<file path="src/rtl/adat_rx_resync_scheduler.sv">
// Round-robin resync sequencer for side-by-side ADAT receive channels.
// Define ADAT_RESYNC_WATCHDOG_EN to add run supervision, retries and fault_o.
module adat_rx_resync_scheduler #(
  parameter int NUM_CHANNELS   = 4,
  parameter int SETTLE_CYCLES  = 256,
  parameter int TIMEOUT_CYCLES = 12288,
  parameter int MAX_RETRIES    = 3
) (
  input  logic                    clk_i,
  input  logic                    reset_i,
  input  logic [NUM_CHANNELS-1:0] locked_i,
  input  logic [NUM_CHANNELS-1:0] running_i,
  input  logic                    resync_all_i,
  output logic [NUM_CHANNELS-1:0] resync_req_o,
  output logic                    busy_o,
  output logic [((NUM_CHANNELS > 1) ? $clog2(NUM_CHANNELS) : 1)-1:0] active_ch_o,
  output logic [NUM_CHANNELS-1:0] fault_o
);

  localparam int AW = (NUM_CHANNELS > 1) ? $clog2(NUM_CHANNELS) : 1;
  localparam int SW = $clog2(SETTLE_CYCLES + 1);

  if (NUM_CHANNELS < 1 || NUM_CHANNELS > 16 || SETTLE_CYCLES < 1 ||
      TIMEOUT_CYCLES < 1 || MAX_RETRIES < 0) begin : g_bad_cfg
    $error("adat_rx_resync_scheduler: parameter out of range");
  end

  typedef enum logic [1:0] {IDLE, PULSE, WAIT_RUN, SETTLE} state_e;

  state_e                  state_q, state_d;
  logic [NUM_CHANNELS-1:0] pending_q, pending_d;
  logic [NUM_CHANNELS-1:0] lock_q, run_q;
  logic [NUM_CHANNELS-1:0] req_q, req_d;
  logic [AW-1:0]           active_ch_q, active_ch_d;
  logic [SW-1:0]           settle_cnt_q, settle_cnt_d;
  logic                    busy_q, busy_d;
  logic [NUM_CHANNELS-1:0] lock_rise, run_fall, pend_set, pend_clr, eligible;
  int                      idx;

`ifdef ADAT_RESYNC_WATCHDOG_EN
  localparam int TW = $clog2(TIMEOUT_CYCLES + 1);
  localparam int RW = (MAX_RETRIES > 0) ? $clog2(MAX_RETRIES + 1) : 1;

  logic [TW-1:0]           tmo_cnt_q, tmo_cnt_d;
  logic [RW-1:0]           retry_q, retry_d;
  logic [NUM_CHANNELS-1:0] fault_q, fault_d;
`endif

  always_comb begin
    // NOTE: every signal gets a default before the case so no latch is inferred.
    lock_rise    = locked_i & ~lock_q;
    run_fall     = run_q & ~running_i & locked_i;
    pend_set     = lock_rise | run_fall | {NUM_CHANNELS{resync_all_i}};
    eligible     = pending_q & locked_i;
    pend_clr     = '0;
    req_d        = '0;
    state_d      = state_q;
    active_ch_d  = active_ch_q;
    settle_cnt_d = settle_cnt_q;
    idx          = 0;
`ifdef ADAT_RESYNC_WATCHDOG_EN
    tmo_cnt_d    = tmo_cnt_q;
    retry_d      = retry_q;
    fault_d      = fault_q & ~lock_rise;
`endif

    case (state_q)
      IDLE: begin
        if (|eligible) begin
          // Walk offsets high-to-low so the nearest channel above the last grant wins.
          for (int off = NUM_CHANNELS; off >= 1; off--) begin
            idx = int'(active_ch_q) + off;
            if (idx >= NUM_CHANNELS) idx = idx - NUM_CHANNELS;
            if (eligible[AW'(idx)]) active_ch_d = AW'(idx);
          end
          req_d[active_ch_d] = 1'b1;
          state_d            = PULSE;
`ifdef ADAT_RESYNC_WATCHDOG_EN
          retry_d            = '0;
`endif
        end
      end

      PULSE: begin
        pend_clr[active_ch_q] = 1'b1;
`ifdef ADAT_RESYNC_WATCHDOG_EN
        tmo_cnt_d    = TW'(1);
        state_d      = WAIT_RUN;
`else
        settle_cnt_d = SW'(1);
        state_d      = SETTLE;
`endif
      end

`ifdef ADAT_RESYNC_WATCHDOG_EN
      WAIT_RUN: begin
        if (!locked_i[active_ch_q]) begin
          settle_cnt_d = SW'(1);
          state_d      = SETTLE;
        end else if (running_i[active_ch_q]) begin
          retry_d      = '0;
          settle_cnt_d = SW'(1);
          state_d      = SETTLE;
        end else if (tmo_cnt_q == TW'(TIMEOUT_CYCLES)) begin
          if (retry_q < RW'(MAX_RETRIES)) begin
            retry_d            = retry_q + RW'(1);
            req_d[active_ch_q] = 1'b1;
            state_d            = PULSE;
          end else begin
            fault_d[active_ch_q] = 1'b1;
            settle_cnt_d         = SW'(1);
            state_d              = SETTLE;
          end
        end else begin
          tmo_cnt_d = tmo_cnt_q + TW'(1);
        end
      end
`endif

      SETTLE: begin
        if (settle_cnt_q >= SW'(SETTLE_CYCLES)) state_d = IDLE;
        else settle_cnt_d = settle_cnt_q + SW'(1);
      end

      default: state_d = IDLE;
    endcase

    // A set arriving as the grant retires wins over the clear; lock loss wins over both.
    pending_d = ((pending_q & ~pend_clr) | pend_set) & locked_i;
    // NOTE: busy is registered from next-state values so it lines up with state_q.
    busy_d    = (state_d != IDLE) || (|pending_d);
  end

  // NOTE: sequential state uses <= only, so every flop samples pre-edge values.
  always_ff @(posedge clk_i or posedge reset_i) begin
    if (reset_i) begin
      state_q      <= IDLE;
      pending_q    <= '0;
      lock_q       <= '0;
      run_q        <= '0;
      req_q        <= '0;
      busy_q       <= 1'b0;
      active_ch_q  <= AW'(NUM_CHANNELS - 1);
      settle_cnt_q <= '0;
`ifdef ADAT_RESYNC_WATCHDOG_EN
      tmo_cnt_q    <= '0;
      retry_q      <= '0;
      fault_q      <= '0;
`endif
    end else begin
      state_q      <= state_d;
      pending_q    <= pending_d;
      lock_q       <= locked_i;
      run_q        <= running_i;
      req_q        <= req_d;
      busy_q       <= busy_d;
      active_ch_q  <= active_ch_d;
      settle_cnt_q <= settle_cnt_d;
`ifdef ADAT_RESYNC_WATCHDOG_EN
      tmo_cnt_q    <= tmo_cnt_d;
      retry_q      <= retry_d;
      fault_q      <= fault_d;
`endif
    end
  end

  assign resync_req_o = req_q;
  assign busy_o       = busy_q;
  assign active_ch_o  = active_ch_q;
`ifdef ADAT_RESYNC_WATCHDOG_EN
  assign fault_o      = fault_q;
`else
  assign fault_o      = '0;
`endif

endmodule

</file>
<file path="config.mk">
export PLATFORM = sky130hd
export DESIGN_NAME = adat_rx_resync_scheduler
export DESIGN_NICKNAME = d
export VERILOG_FILES = /design/src/rtl/adat_rx_resync_scheduler.sv
export SDC_FILE = /design/constraint.sdc
export NUM_CORES = 1
export LEC_CHECK = 0
export CAP_MARGIN = 20
export CORE_MARGIN = 10
export CORE_UTILIZATION = 57
export CTS_CLUSTER_SIZE = 25
export DETAILED_ROUTE_END_ITERATION = 10
export GPL_TIMING_DRIVEN = 1
export PLACE_DENSITY = 0.79
export SLEW_MARGIN = 10
export SYNTH_ARGS = -nofsm -noshare
export SYNTH_HDL_FRONTEND = slang
export SYNTH_SLANG_ARGS = --single-unit
</file>
<file path="constraint.sdc">
create_clock -name clk_i -period 5.4 [get_ports clk_i]
set_input_delay 1.08 -clock clk_i [delete_from_list [all_inputs] [get_ports clk_i]]
set_output_delay 1.08 -clock clk_i [all_outputs]
set_load 0.03 [all_outputs]
</file>
==> key figures <==
Critical path
  • CP Cell Sequence: clkdlybuf4s50_1
  • RR Endpoint: resync_req_o[3]$_DFF_PP0_
  • Critical path class: flop to output port
  • R2R cell count: 7
  • Crit path max-delay family: buffers and inverters
  • Worst path arrival time: 1770 ps
  • Worst setup SP type: flop
  • Max FO, Critical Path: 15
  • R2R setup slack: 3080 ps
  • WP data required: 4320 ps
  • Crit. End Element: output port
  • Buf/Inv on CP: 1
  • Worst path max stage delay: 730 ps
  • RR Startpoint: active_ch_o[0]$_DFFE_PP1P_
  • Slowest CP cell: clkdlybuf4s50_1

Outcome
  • Outcome: finished clean

Clocking
  • Post-cts resize count: 0
  • CTS Sinks: 30
  • Bufs on Longest Clock Path: 2
  • H-tree Lvls: 2
  • CTS tree: yes
  • Clock Root Buffer: clkbuf_4
  • Total CTS buffers: 5
  • CTS Hold Buffers Added: 0
  • Post-CTS setup buffer count: 0
  • Clock transition at the registers of the reported paths: 90 ps
  • Worst-skew pair later-pin latency: 340 ps

Timing
  • Final setup TNS: 0 ps
  • Actual slew at the worst max-slew pin: 564.1 ps
  • Final Setup Violations: 0
  • Slew Limit Fails: 0
  • Period utilization: 52.78%
  • Fin. Hold Viols: 0
  • Period minus WS final: 2850 ps
  • RSZ-0062 raised after global routing: no
  • Final worst slack: 2550 ps
  • Worst rel slew slack: 62.16%
  • Skew final: 15.33 ps
  • Max Clk Rate: 350.9 MHz

Placement
  • DP Cell Count: 180
  • Area after DPL: 1662 sq um
  • Post-DP HPWL: 2239 um
  • Place WS: 2391 ps
  • Buffers on Ports: 17
  • Gp weighted congestion: 0.9069

Global route
  • Largest net degree at the start of global routing: 31
  • Grt total ovfl: 0
  • Total global routing track utilization: 13.22%
  • Vias in the first global route: 1168
  • First-pass GRT wire length: 5437 um
  • Antenna violations before repair: 0

Power and ir drop
  • Power Internal: 0.0004342 W
  • Clock network power share: 20.3%
  • Comb pwr share: 34.9%
  • Share of power burned in registers: 44.8%
  • Lkg Pwr: 0.7693 nW
  • Worst vdd ir: 0.0003550 V
  • Pwr per Cell Area: 405.4 nW/um^2
  • Sw frac: 38.45%
  • Switch Pwr: 0.0002713 W
  • Total power: 0.0007055 W

Job
  • MaxCap Viol Count: 0

Floorplanning
  • DIE AREA: 5069 sq um
  • Core outline area: 2500 sq um
  • Die Wd: 71.20 um
  • Ports: 22
  • Initial Util: 59.76%
  • Die height: 71.20 um
  • Row count: 18

Routing
  • Routed Antenna Nets: 0
  • Starting DRC count in detailed routing: 66
  • Routed len/inst: 15.89 um
  • DR vias/cell: 5.667
  • Via count: 1071
  • Initial DRT Pass Iterations: 4
  • Routed WL: 3004 um
  • DR DRC count: 0

Cells and area
  • Layout Cells excl Fill: 189
  • Non-Filler Cell Area, Final: 1740 sq um
  • Area delta synth->final: 16.50%
  • Fillers: 199
  • Number of nets in the layout: 175
  • Storage cell area: 753.2 sq um
  • Multi-input logic area: 663.1 sq um
  • Share of cells above drive strength 1: 11.32%
  • Ant diodes: 0

Min path
  • Worst Hold Class: flop to flop
  • Min-Delay Endpoint: settle_cnt_q[5]$_DFFE_PP0P_
  • Hold path depth: 2
  • Hold path startpoint: settle_cnt_q[5]$_DFFE_PP0P_

Logic synthesis
  • Leading cell type by number of instances after synthesis: dfrtp_1
  • Post-synthesis cell area: 1494 sq um
  • Dominant cell type by area after synthesis: dfrtp_1
  • Yosys cell types: 43
  • Synth cell count leaders: dfrtp_1 (28), nor2_1 (12), inv_1 (9)
  • Synth top area share: 46.90%
  • Avg Cell Area, Syn: 10.90 sq um
  • Asr flop ratio synth: 100.0%
  • Top_reg_cell synth: dfrtp_1
  • Sequential-to-total area share from yosys stat: 50.42%
  • EDFF count, synth: 0
  • Main area contributors after synthesis: dfrtp_1 (47%), ha_1 (5.0%), dfstp_2 (3.5%)
  • Yosys warns: 0
  • Post-Synthesis Cells: 137
  • Yosys reg bits: 30
cell families after synthesis:
logic type | count (synthesis) | synth area share [%]
AND/OR/NAND/NOR | 47 | 16.92
XOR/XNOR | 9 | 5.276
flip-flops | 30 | 50.42
AO/OA/AOI/OAI | 24 | 13.15
multiplexers | 3 | 3.015
other | 1 | 0.2510
adder cells (fa/ha/maj) | 6 | 5.025
buffers and inverters | 17 | 5.945
registers in the layout (all words and copies together) (netlist names):
| register | flops |
|---|---|
| run_q | 4 |
| lock_q | 4 |
| pending_q | 4 |
| state_q | 2 |
| settle_cnt_q | 9 |
| busy_o | 1 |
| active_ch_o | 2 |
| resync_req_o | 4 |
metal layers:
metal / up-vias / part of all wire [%] / track usage, %
met3: 6 / 5.2 / 4.742
met5: - / 0 / 0
li1: 513 / - / -
met4: 0 / 1.2 / 4.086
met1: 525 / 42 / 15.20
met2: 27 / 52 / 22.25
placed cells by master, fill, tap and decap left out, types with 3 or more instances in the layout:
cell,n
dfrtp_1,28
clkdlybuf4s50_1,17
nor2_1,12
inv_1,8
nor2b_1,6
ha_1,6
xnor2_1,5
nand2_1,5
clkbuf_4,5
and3_1,4
nand3_1,4
xor2_1,4
o41a_1,4
nor3_1,4
conb_1,4
nand4_1,3
a21oi_1,3
a21boi_1,3
a211oi_1,3
power groups by stage:
stage / Clock, W / Sequential (W) / Combinational, W
finish: 0.000143 / 0.000316 / 0.000247
global route: 0.000161 / 0.000325 / 0.000274
CTS: 0.000149 / 0.000315 / 0.000247
detailed placement: 0 / 0.000319 / 0.000244
global placement: 0 / 0.000316 / 0.000234
floorplan: 0 / 0.000310 / 0.000190
worst min-delay path, stage by stage (launching register included):
cell	delay, ps
dfrtp_1	370
xor2_1	70
nor2_1	80
cell type report:
class | instances | area share (%)
Clock inverter | 2 | 0.7189
Tap cell | 30 | 2.157
Inverter | 10 | 2.157
Sequential cell | 30 | 43.28
Multi-Input combinational cell | 93 | 38.10
Timing Repair Buffer | 18 | 10.64
Clock buffer | 6 | 2.948
through the flow:
stage | hold slack, ps | util, %
2_1_floorplan | 494.5 | -
3_3_place_gp | 523.8 | 66.47
3_5_place_dp | 531.3 | 66.47
4_1_cts | 558.5 | 69.02
5_1_grt | 585.6 | 69.62
6_report | 554.8 | 69.62
worst max path at each step:
| stage | start | to | slack [ps] | cells past startpoint |
|---|---|---|---|---|
| after floorplan | locked_i[0] | busy_o$_DFF_PP0_ | 3100 | 5 |
| after global placement | locked_i[2] | resync_req_o[3]$_DFF_PP0_ | 2460 | 6 |
| after detailed placement | locked_i[2] | resync_req_o[3]$_DFF_PP0_ | 2390 | 6 |
| after CTS | active_ch_o[0]$_DFFE_PP1P_ | active_ch_o[0] | 2530 | 1 |
| after global routing | active_ch_o[0]$_DFFE_PP1P_ | active_ch_o[0] | 2470 | 1 |
| final | active_ch_o[0]$_DFFE_PP1P_ | active_ch_o[0] | 2550 | 1 |
Power figures use the tool's default switching activity.
